==> config.mk <==
export PLATFORM = sky130hd
export DESIGN_NAME = rf_write_scheduler
export DESIGN_NICKNAME = d
export VERILOG_FILES = /design/src/rtl/rf_sched_pkg.sv /design/src/rtl/rr_arbiter.sv /design/src/rtl/rf_write_scheduler.sv
export SDC_FILE = /design/constraint.sdc
export NUM_CORES = 1
export LEC_CHECK = 0
export CAP_MARGIN = 25
export CORE_MARGIN = 2
export CORE_UTILIZATION = 39
export CTS_BUF_LIST = sky130_fd_sc_hd__clkbuf_8 sky130_fd_sc_hd__clkbuf_16
export CTS_CLUSTER_DIAMETER = 50
export DETAILED_ROUTE_END_ITERATION = 16
export GPL_TIMING_DRIVEN = 0
export PLACE_DENSITY = 0.88
export SYNTH_ARGS = -nofsm -noshare
export SYNTH_HDL_FRONTEND = slang
export SYNTH_SLANG_ARGS = --single-unit
==> constraint.sdc <==
create_clock -name Clk -period 2 [get_ports Clk]
set_input_delay 0.6 -clock Clk [delete_from_list [all_inputs] [get_ports Clk]]
set_output_delay 0.6 -clock Clk [all_outputs]
set_load 0.01 [all_outputs]
==> src/rtl/rf_sched_pkg.sv <==
`default_nettype none
// ============================================================================
//  Module      : rf_sched_pkg
//  Description : Shared types and helpers for the RegFile write scheduler.
//                rf_sched_state_t  - scheduler FSM state (IDLE/CLEAR/DONE)
//                idx_width()       - index width for an N-entry select,
//                                    never less than 1 bit
//  Revision    : 1.0 - initial release
// ============================================================================
package rf_sched_pkg;

    typedef enum logic [1:0] {
        IDLE  = 2'd0,
        CLEAR = 2'd1,
        DONE  = 2'd2
    } rf_sched_state_t;

    function automatic int unsigned idx_width(input int unsigned n);
        return (n > 1) ? $clog2(n) : 1;
    endfunction

endpackage
`default_nettype wire

==> src/rtl/rr_arbiter.sv <==
`default_nettype none
// ============================================================================
//  Module      : rr_arbiter
//  Description : Round-robin arbiter. The search for a requester starts at the
//                pointer and wraps mod N. The pointer moves one past the
//                winner, and only when Enable is high and a grant is made.
//  Ports       : Clk      in   clock
//                Reset    in   synchronous, active-low reset
//                Req      in   N   request vector
//                Enable   in   1   grants may be issued this cycle
//                Grant    out  N   one-hot grant; zero when disabled or idle
//                GrantIdx out  IW  index of the winning requester
//  Revision    : 1.0 - initial release
// ============================================================================
module rr_arbiter
    import rf_sched_pkg::*;
#(
    parameter  int N  = 2,
    localparam int IW = idx_width(N)
) (
    input  logic          Clk,
    input  logic          Reset,
    input  logic [N-1:0]  Req,
    input  logic          Enable,
    output logic [N-1:0]  Grant,
    output logic [IW-1:0] GrantIdx
);

    logic [IW-1:0] r_ptr;
    logic [IW-1:0] w_cand [N];
    logic [IW-1:0] w_idx;
    logic          w_found;

    // Candidate k in search order is (ptr + k) mod N.
    for (genvar k = 0; k < N; k++) begin : g_cand
        assign w_cand[k] = IW'((int'(r_ptr) + k) % N);
    end

    always_comb begin
        w_idx   = '0;
        w_found = 1'b0;
        for (int k = 0; k < N; k++) begin
            if (!w_found && Req[w_cand[k]]) begin
                w_found = 1'b1;
                w_idx   = w_cand[k];
            end
        end
    end

    assign Grant    = (Enable && w_found) ? (N'(1) << w_idx) : '0;
    assign GrantIdx = w_idx;

    always_ff @(posedge Clk) begin
        if (!Reset) begin
            r_ptr <= '0;
        end else if (Enable && w_found) begin
            r_ptr <= (w_idx == IW'(N - 1)) ? '0 : w_idx + 1'b1;
        end
    end

endmodule
`default_nettype wire

==> src/rtl/rf_write_scheduler.sv <==
`default_nettype none
// ============================================================================
//  Module      : rf_write_scheduler
//  Description : Owns the single RegFile write port. It round-robin arbitrates
//                N valid/ready write requesters, and it runs a clear sequencer
//                that zeroes all 2**A registers on command. The port outputs
//                are registered, so an accepted write appears one cycle after
//                its handshake.
//  Ports       : Clk, Reset        clock; synchronous active-low reset
//                ReqValid/ReqReady N    requester handshake
//                ReqAddr           N*A  packed requester addresses
//                ReqData           N*W  packed requester data
//                ClearStart        in   start full-file clear (IDLE only)
//                ClearBusy         out  sequencer not idle
//                ClearDone         out  pulse with the last clear write
//                WriteEn/Waddr/DataIn   RegFile write port
//  Revision    : 1.0 - initial release
// ============================================================================
module rf_write_scheduler
    import rf_sched_pkg::*;
#(
    parameter int W = 8,
    parameter int A = 2,
    parameter int N = 2
) (
    input  logic           Clk,
    input  logic           Reset,
    input  logic [N-1:0]   ReqValid,
    input  logic [N*A-1:0] ReqAddr,
    input  logic [N*W-1:0] ReqData,
    output logic [N-1:0]   ReqReady,
    input  logic           ClearStart,
    output logic           ClearBusy,
    output logic           ClearDone,
    output logic           WriteEn,
    output logic [A-1:0]   Waddr,
    output logic [W-1:0]   DataIn
);

    localparam int             IW          = idx_width(N);
    localparam logic [A-1:0]   c_LAST_ADDR = '1;

    rf_sched_state_t r_state;
    rf_sched_state_t w_state_nxt;
    logic [A-1:0]    r_cnt;
    logic            r_we;
    logic [A-1:0]    r_waddr;
    logic [W-1:0]    r_data;

    logic            w_arb_en;
    logic [N-1:0]    w_grant;
    logic [IW-1:0]   w_grant_idx;
    logic [A-1:0]    w_req_addr [N];
    logic [W-1:0]    w_req_data [N];

    for (genvar i = 0; i < N; i++) begin : g_unpack
        assign w_req_addr[i] = ReqAddr[i*A +: A];
        assign w_req_data[i] = ReqData[i*W +: W];
    end

    // A clear request in IDLE takes priority over every requester, and the
    // reset term keeps ReqReady low while Reset is asserted.
    assign w_arb_en = Reset && (r_state == IDLE) && !ClearStart;

    rr_arbiter #(
        .N        (N)
    ) u_arb (
        .Clk      (Clk),
        .Reset    (Reset),
        .Req      (ReqValid),
        .Enable   (w_arb_en),
        .Grant    (w_grant),
        .GrantIdx (w_grant_idx)
    );

    assign ReqReady = w_grant;

    always_ff @(posedge Clk) begin
        if (!Reset) begin
            r_state <= IDLE;
        end else begin
            r_state <= w_state_nxt;
        end
    end

    always_comb begin
        w_state_nxt = r_state;
        unique case (r_state)
            IDLE:    if (ClearStart) w_state_nxt = CLEAR;
            CLEAR:   if (r_cnt == c_LAST_ADDR) w_state_nxt = DONE;
            DONE:    w_state_nxt = IDLE;
            default: w_state_nxt = IDLE;
        endcase
    end

    // Output registers and clear counter. Waddr/DataIn hold whenever no
    // write is loaded.
    always_ff @(posedge Clk) begin
        if (!Reset) begin
            r_we    <= 1'b0;
            r_waddr <= '0;
            r_data  <= '0;
            r_cnt   <= '0;
        end else begin
            unique case (r_state)
                IDLE: begin
                    if (|w_grant) begin
                        r_we    <= 1'b1;
                        r_waddr <= w_req_addr[w_grant_idx];
                        r_data  <= w_req_data[w_grant_idx];
                    end else begin
                        r_we    <= 1'b0;
                    end
                end
                CLEAR: begin
                    r_we    <= 1'b1;
                    r_waddr <= r_cnt;
                    r_data  <= '0;
                    r_cnt   <= (r_cnt == c_LAST_ADDR) ? '0 : r_cnt + 1'b1;
                end
                default: begin
                    r_we    <= 1'b0;
                end
            endcase
        end
    end

    assign WriteEn   = r_we;
    assign Waddr     = r_waddr;
    assign DataIn    = r_data;
    assign ClearBusy = (r_state != IDLE);
    assign ClearDone = (r_state == DONE);

endmodule
`default_nettype wire
==> flow_summary.ini, run 1 <==
[critical_path]
rrSetupSlack_ns = 0.28
crit_path_max_fanout = 3
worstPathArrival_ns = 1.62
rr_worst_depth = 6
endpoint_kind = primary output
startpoint_type = input port
worstReg2RegEnd = DataIn[5]$_SDFFE_PN0P_
crit_end = ReqReady[0]
cp.required_ns = 1.40
crit_path_start = ReqValid[1]
regToRegStartpoint = r_state[0]$_SDFFE_PN0P_
worst-setup-path-type = in -> out

[pwr]
seq_power_share_pct = 41.4
powerDensity_mw_per_mm2 = 610
netSwitchingPower_uw = 214
clkPwrFrac_pct = 34.2
totalPowerFinal_uw = 842
ir_worst_vdd_v = 0.000341
combPwrFrac_pct = 24.4
switching_share_pct = 25.5
p_leak_nw = 0.582
p_int_uw = 628

[layout]
nNetsFinal = 175
fillCellCount = 165
drive_gt1_share_pct = 20.3
mostFrequentLayoutCells = clkdlybuf4s50_1 (31), a21oi_1 (19), dfxtp_1 (15)
syn2layout_area_growth_pct = 70.7
final_common_cell = clkdlybuf4s50_1
diodes = 0

[logic_synthesis]
seq_area_frac_synth_pct = 39.6
synth-main-ff-cell = dfxtp_1
avgSynthCellArea_sq_um = 8.08
synth-edff-count = 0
synth_warnings = 0
synth_nets = 126
ys_ff_latch = 16
synth_cell_type_count = 29
syn-instance-count = 100
syn-cell-area_sq_um = 808
async_flop_share_pct = 0

[sta]
period_share_pct = 111
rsz0062_at_grt = yes
maxSlewHeadroom_pct = 66.4
timing.final.ws_setup_ns = -0.218
hold_viol_final = 0
fin_crit_ns = 2.22
finClkSkew_ns = 0.00204
final-setup-viol-count = 2
slew_violations = 0
worst_pin_slew_ns = 0.500
fmax_mhz = 451

[global_routing]
grt_remaining_overflow = 0
grt_max_degree = 12
antenna_found_initial = 0
grt_usage_pct = 23.6
grt_pass1_wl_mm = 4.39
grt_pass1_vias = 970

[detailed_routing]
drc = 0
wl_mm = 2.67
via_per_inst = 5.21
drt-initial-drc-count = 13
dr.pass1.iters = 4
postRouteAntennaNets = 0
wl_per_cell_um = 15.3
vias = 911

[clock_tree]
clkSinkCount = 16
h-tree-depth = 1
clk_latency_ns = 0.25
clk_pin_slew_ns = 0.06
cts-root-buf = clkbuf_8
holdBufCountCts = 0
cts-buffers-inserted = 3
clk_path_buf_depth = 2
cts_tree = yes

[placed_design]
place.gp.congestion = 0.862
place_ws_ns = -1.25
hpwl_mm = 1.68
portBuffers = 39

[floorplanning]
io_pins = 40
core_sq_mm = 0.00196
placementRows = 16
fp.dieW_um = 49.5
die-height_um = 49.5
initial_utilization_pct = 41.2
die_area_sq_mm = 0.00245

[outcome]
status = finished with violations
violations = negative setup slack

[job]
maxCapViolCount = 0

[worst_hold_path]
min_path_type = reg -> reg
## synth_stat cells, drive strengths merged (2+ instances only)
| master | number | area, sq um |
|---|---|---|
| a21oi | 19 | 95.1 |
| and2 | 9 | 56.3 |
| buf | 3 | 22.5 |
| clkbuf | 3 | 11.3 |
| dfxtp | 16 | 320 |
| nand2 | 11 | 41.3 |
| nand2b | 3 | 21.3 |
| nor2 | 7 | 26.3 |
| nor2b | 4 | 25.0 |
| o211ai | 2 | 15.0 |
| o21ai | 8 | 40.0 |
## sequential cells by signal (all words and copies together), names as in the netlist
register     flops
WriteEn          1
Waddr            2
r_state          2
u_arb.r_ptr      1
r_cnt            2
DataIn           8
## routing by layer
metal  vias to the layer above  track usage, %  part of all wire, %
met1                       415            24.2                   38
met5                         -               0                    0
met2                        41            42.2                   53
met3                         8            5.76                  6.3
met4                         0            14.8                  2.3
li1                        447               -                    -
## through the flow
| step | hold slack [ns] | utilization [%] | setup TNS [ns] | std cells | instance area, sq um |
|---|---|---|---|---|---|
| after detailed placement | 0.491 | 63.2 | -5.69 | 166 | 1240 |
| final | 0.503 | 70.3 | -0.354 | 175 | 1380 |
| after global routing | 0.530 | 70.3 | -0.404 | 175 | 1380 |
| after floorplan | 0.461 | - | 0 | 100 | 816 |
| after CTS | 0.504 | 69.5 | -0.373 | 174 | 1360 |
| after global placement | 0.475 | 63.2 | -5.44 | 166 | 1240 |
## power groups by stage
stage	logic (mW)	registers, mW	clock network [mW]
after floorplan	0.0787	0.360	0
after CTS	0.201	0.349	0.295
after global placement	0.181	0.354	0
after global routing	0.222	0.351	0.303
final	0.205	0.349	0.288
after detailed placement	0.186	0.355	0
## cell families (layout without fill, tap and decap cells)
| logic type | after synthesis | in the layout | share of synthesized area, % |
|---|---|---|---|
| simple gates | 42 | 42 | 29.6 |
| compound gates | 34 | 34 | 23.8 |
| flops | 16 | 16 | 39.6 |
| buf+inv | 6 | 54 | 4.18 |
| fa+ha+maj | 1 | 1 | 1.55 |
| mux | 1 | 1 | 1.24 |
## final cells by class
cell class / count / area, sq um / share of cell area [%]
Clock buffer: 4 / 55.1 / 3.99
Timing Repair Buffer: 46 / 455 / 33.0
Buffer: 4 / 30.0 / 2.18
Multi-Input combinational cell: 78 / 484 / 35.1
Sequential cell: 16 / 322 / 23.3
Tap cell: 27 / 33.8 / 2.45
## worst min-delay path by stage
stage	slack, ns	cells after the start	start	endpoint
floorplan	0.46	2	r_cnt[1]$_SDFFE_PN0P_	r_cnt[1]$_SDFFE_PN0P_
global placement	0.47	2	r_cnt[1]$_SDFFE_PN0P_	r_cnt[1]$_SDFFE_PN0P_
detailed placement	0.49	2	r_cnt[1]$_SDFFE_PN0P_	r_cnt[1]$_SDFFE_PN0P_
CTS	0.50	2	r_cnt[1]$_SDFFE_PN0P_	r_cnt[1]$_SDFFE_PN0P_
global route	0.53	2	Waddr[0]$_SDFFE_PN0P_	Waddr[0]$_SDFFE_PN0P_
finish	0.50	2	r_cnt[1]$_SDFFE_PN0P_	r_cnt[1]$_SDFFE_PN0P_
## worst max-delay path, stage by stage
cell and delay, ns:
buf_8 0.08, nor2_4 0.04, or4_4 0.57, buf_8 0.15, nor2_4 0.07, buf_6 0.10
## repair_timing
item	4_1_cts	5_1_grt
setup buffers	5	2
setup endpoints to repair	11	3
resized for setup	43	3
pin swaps	3	2
Power figures use the tool's default switching activity.
==> inputs of run 2 (changes only) <==
--- a/config.mk
+++ b/config.mk
@@ -7,7 +7,7 @@
 export LEC_CHECK = 0
 export CAP_MARGIN = 25
 export CORE_MARGIN = 2
-export CORE_UTILIZATION = 39
+export CORE_UTILIZATION = 40
 export CTS_BUF_LIST = sky130_fd_sc_hd__clkbuf_8 sky130_fd_sc_hd__clkbuf_16
 export CTS_CLUSTER_DIAMETER = 50
 export DETAILED_ROUTE_END_ITERATION = 16
@@ -15,4 +15,5 @@
 export PLACE_DENSITY = 0.88
 export SYNTH_ARGS = -nofsm -noshare
 export SYNTH_HDL_FRONTEND = slang
+export SYNTH_HIERARCHICAL = 1
 export SYNTH_SLANG_ARGS = --single-unit
==> flow_summary.ini, run 2 <==
[critical_path]
cp.required_ns = 1.40
worst-setup-path-type = in -> out
crit_chain = buf_2 -> nor3_4 -> buf_6 -> nand2_4 -> a21oi_2 -> buf_2
worstPathArrival_ns = 1.36
crit_path_max_fanout = 2
slowest_stage = nor3_4
slowest_delay_ns = 0.19
endpoint_kind = primary output
cp_top_family = buffers and inverters
crit_top_cell = buf_2
crit_buf_inv = 3
startpoint_type = input port

[logic_synthesis]
synth_cell_type_count = 31
ys_ff_latch = 16
avgSynthCellArea_sq_um = 9.49
syn-instance-count = 92
synth-main-ff-cell = dfxtp_1
async_flop_share_pct = 0
seq_area_frac_synth_pct = 36.7
synthTopCellsByCount = dfxtp_1 (16), nand2_1 (11), mux2i_1 (10)
syn-cell-area_sq_um = 873
synth-edff-count = 0
synth_nets = 118
synth_top_area_cell = dfxtp_1
yosysTopAreaCellShare_pct = 36.7
synth_warnings = 6
synthTopCellsByArea = dfxtp_1 (37%), mux2i_1 (11%), mux2_2 (10%)
synth_most_common_cell = dfxtp_1

[detailed_routing]
drt-initial-drc-count = 20
vias = 853
drc = 0
wl_per_cell_um = 12.6
via_per_inst = 5.05
dr.pass1.iters = 4
postRouteAntennaNets = 0
wl_mm = 2.12

[sta]
finClkSkew_ns = 0.00118
worst_pin_slew_ns = 0.398
hold_viol_final = 0
rsz0062_at_grt = yes
slew_violations = 0
maxSlewHeadroom_pct = 73.4
holdWs_ns = 0.461
fin_setup_tns_ns = 0
period_share_pct = 97.8
fin_crit_ns = 1.96
final-setup-viol-count = 0
fmax_mhz = 511

[clock_tree]
clkSinkCount = 16
cts-root-buf = clkbuf_8
clk_path_buf_depth = 2
clk_latency_ns = 0.25
h-tree-depth = 1
clk_pin_slew_ns = 0.06
cts_tree = yes
cts-buffers-inserted = 3

[floorplanning]
initial_utilization_pct = 43.6
core_sq_mm = 0.00200
die-height_um = 50.7
placementRows = 16
fp.dieW_um = 50.7
die_area_sq_mm = 0.00257
io_pins = 40

[job]
maxCapViolCount = 0

[pwr]
switching_share_pct = 25.0
p_int_uw = 654
combPwrFrac_pct = 26.4
clkPwrFrac_pct = 32.9
seq_power_share_pct = 40.7
p_leak_nw = 0.596
powerDensity_mw_per_mm2 = 610
netSwitchingPower_uw = 218
totalPowerFinal_uw = 871
ir_worst_vdd_v = 0.000482

[placed_design]
dp.cells = 158
portBuffers = 39
hpwl_mm = 1.53
place.gp.congestion = 0.762

[layout]
largest_register_ffs = 8
syn2layout_area_growth_pct = 63.5
drive_gt1_share_pct = 26.1
fin_cells = 169
post-route-util_pct = 71.3
nNetsFinal = 169
mostFrequentLayoutCells = clkdlybuf4s50_1 (31), dfxtp_1 (15), nand2_1 (10), mux2i_1 (10)
final_common_cell = clkdlybuf4s50_1
diodes = 0

[global_routing]
grt_pass1_vias = 850
grt_usage_pct = 19.1
antenna_found_initial = 0
grt_max_degree = 11
grt_pass1_wl_mm = 3.68
grt_remaining_overflow = 0

[outcome]
status = completed

[worst_hold_path]
min_path_type = reg -> reg
==> run 2: changes by cell type after synthesis, sizes merged, moves of 7 or more <==
| cell | change |
|---|---|
| a21oi | -17 |
| and2 | -7 |
| mux2i | +9 |
| mux2 | +8 |
| o21ai | -8 |
| nand3 | +7 |
==> run 2: what timing repair did <==
action / in CTS / in global routing
buffers inserted: 4 / 4
cloned: 0 / 0
hold buffers: 0 / 0
gates resized for setup: 30 / 3
endpoints found under the setup margin: 15 / 1
pin swaps: 2 / 1
==> run 2: final cells by class <==
class | instances | area, sq um
Tap cell | 27 | 33.8
Sequential cell | 16 | 324
Multi-Input combinational cell | 68 | 537
Buffer | 5 | 35.0
Fill cell | 157 | 574
Timing Repair Buffer | 47 | 435
Clock buffer | 4 | 55.1
Inverter | 2 | 7.51
==> run 2: path summary, 6_finish.rpt <==
| check | startpoint | endpoint | slack (ns) | cells after the start |
|---|---|---|---|---|
| setup / recovery | ClearStart | ReqReady[0] | 0.04 | 6 |
| hold / removal | DataIn[0]$_SDFFE_PN0P_ | DataIn[0]$_SDFFE_PN0P_ | 0.46 | 2 |
| setup reg to reg | r_state[1]$_SDFFE_PN0P_ | DataIn[5]$_SDFFE_PN0P_ | 0.30 | 8 |
| hold reg to reg | DataIn[0]$_SDFFE_PN0P_ | DataIn[0]$_SDFFE_PN0P_ | 0.46 | 2 |
==> run 2: metrics by stage <==
| step | setup slack (ns) | instance area (sq um) |
|---|---|---|
| 5_1_grt | -0.0133 | 1430 |
| 2_1_floorplan | 0.0414 | 873 |
| 3_5_place_dp | -1.22 | 1300 |
| 4_1_cts | -0.0332 | 1400 |
| 3_3_place_gp | -1.17 | 1300 |
| 6_report | 0.0446 | 1430 |
==> run 2: cell families (layout without fill, tap and decap cells) <==
logic type / Yosys count / in the layout / synth area share (%)
fa+ha+maj: 1 / 1 / 1.43
flops: 16 / 16 / 36.7
buf+inv: 8 / 58 / 5.73
mux: 18 / 18 / 21.8
compound gates: 10 / 10 / 8.45
simple gates: 39 / 39 / 25.9
==> run 2: power groups by stage <==
stage	registers (mW)	clock network [mW]	logic, mW
finish	0.355	0.287	0.230
global route	0.358	0.307	0.250
CTS	0.355	0.297	0.225
detailed placement	0.362	0	0.217
global placement	0.361	0	0.212
floorplan	0.369	0	0.104
==> run 2: per-layer routing <==
| layer | routed length (um) | track usage, % | vias up |
|---|---|---|---|
| li1 | - | - | 421 |
| met1 | 831 | 21.2 | 391 |
| met5 | 0 | 0 | - |
| met4 | 26 | 9.46 | 0 |
| met3 | 174 | 5.65 | 4 |
| met2 | 1090 | 32.9 | 37 |
==> run 2: worst register-to-register path, stage by stage, from the launching register on <==
cell and delay (ns):
dfxtp_4 0.37, nand2b_4 0.15, nor3_4 0.15, buf_4 0.14
and3_4 0.17, buf_4 0.12, nor3_4 0.06, nor2_4 0.27
mux2i_1 0.23
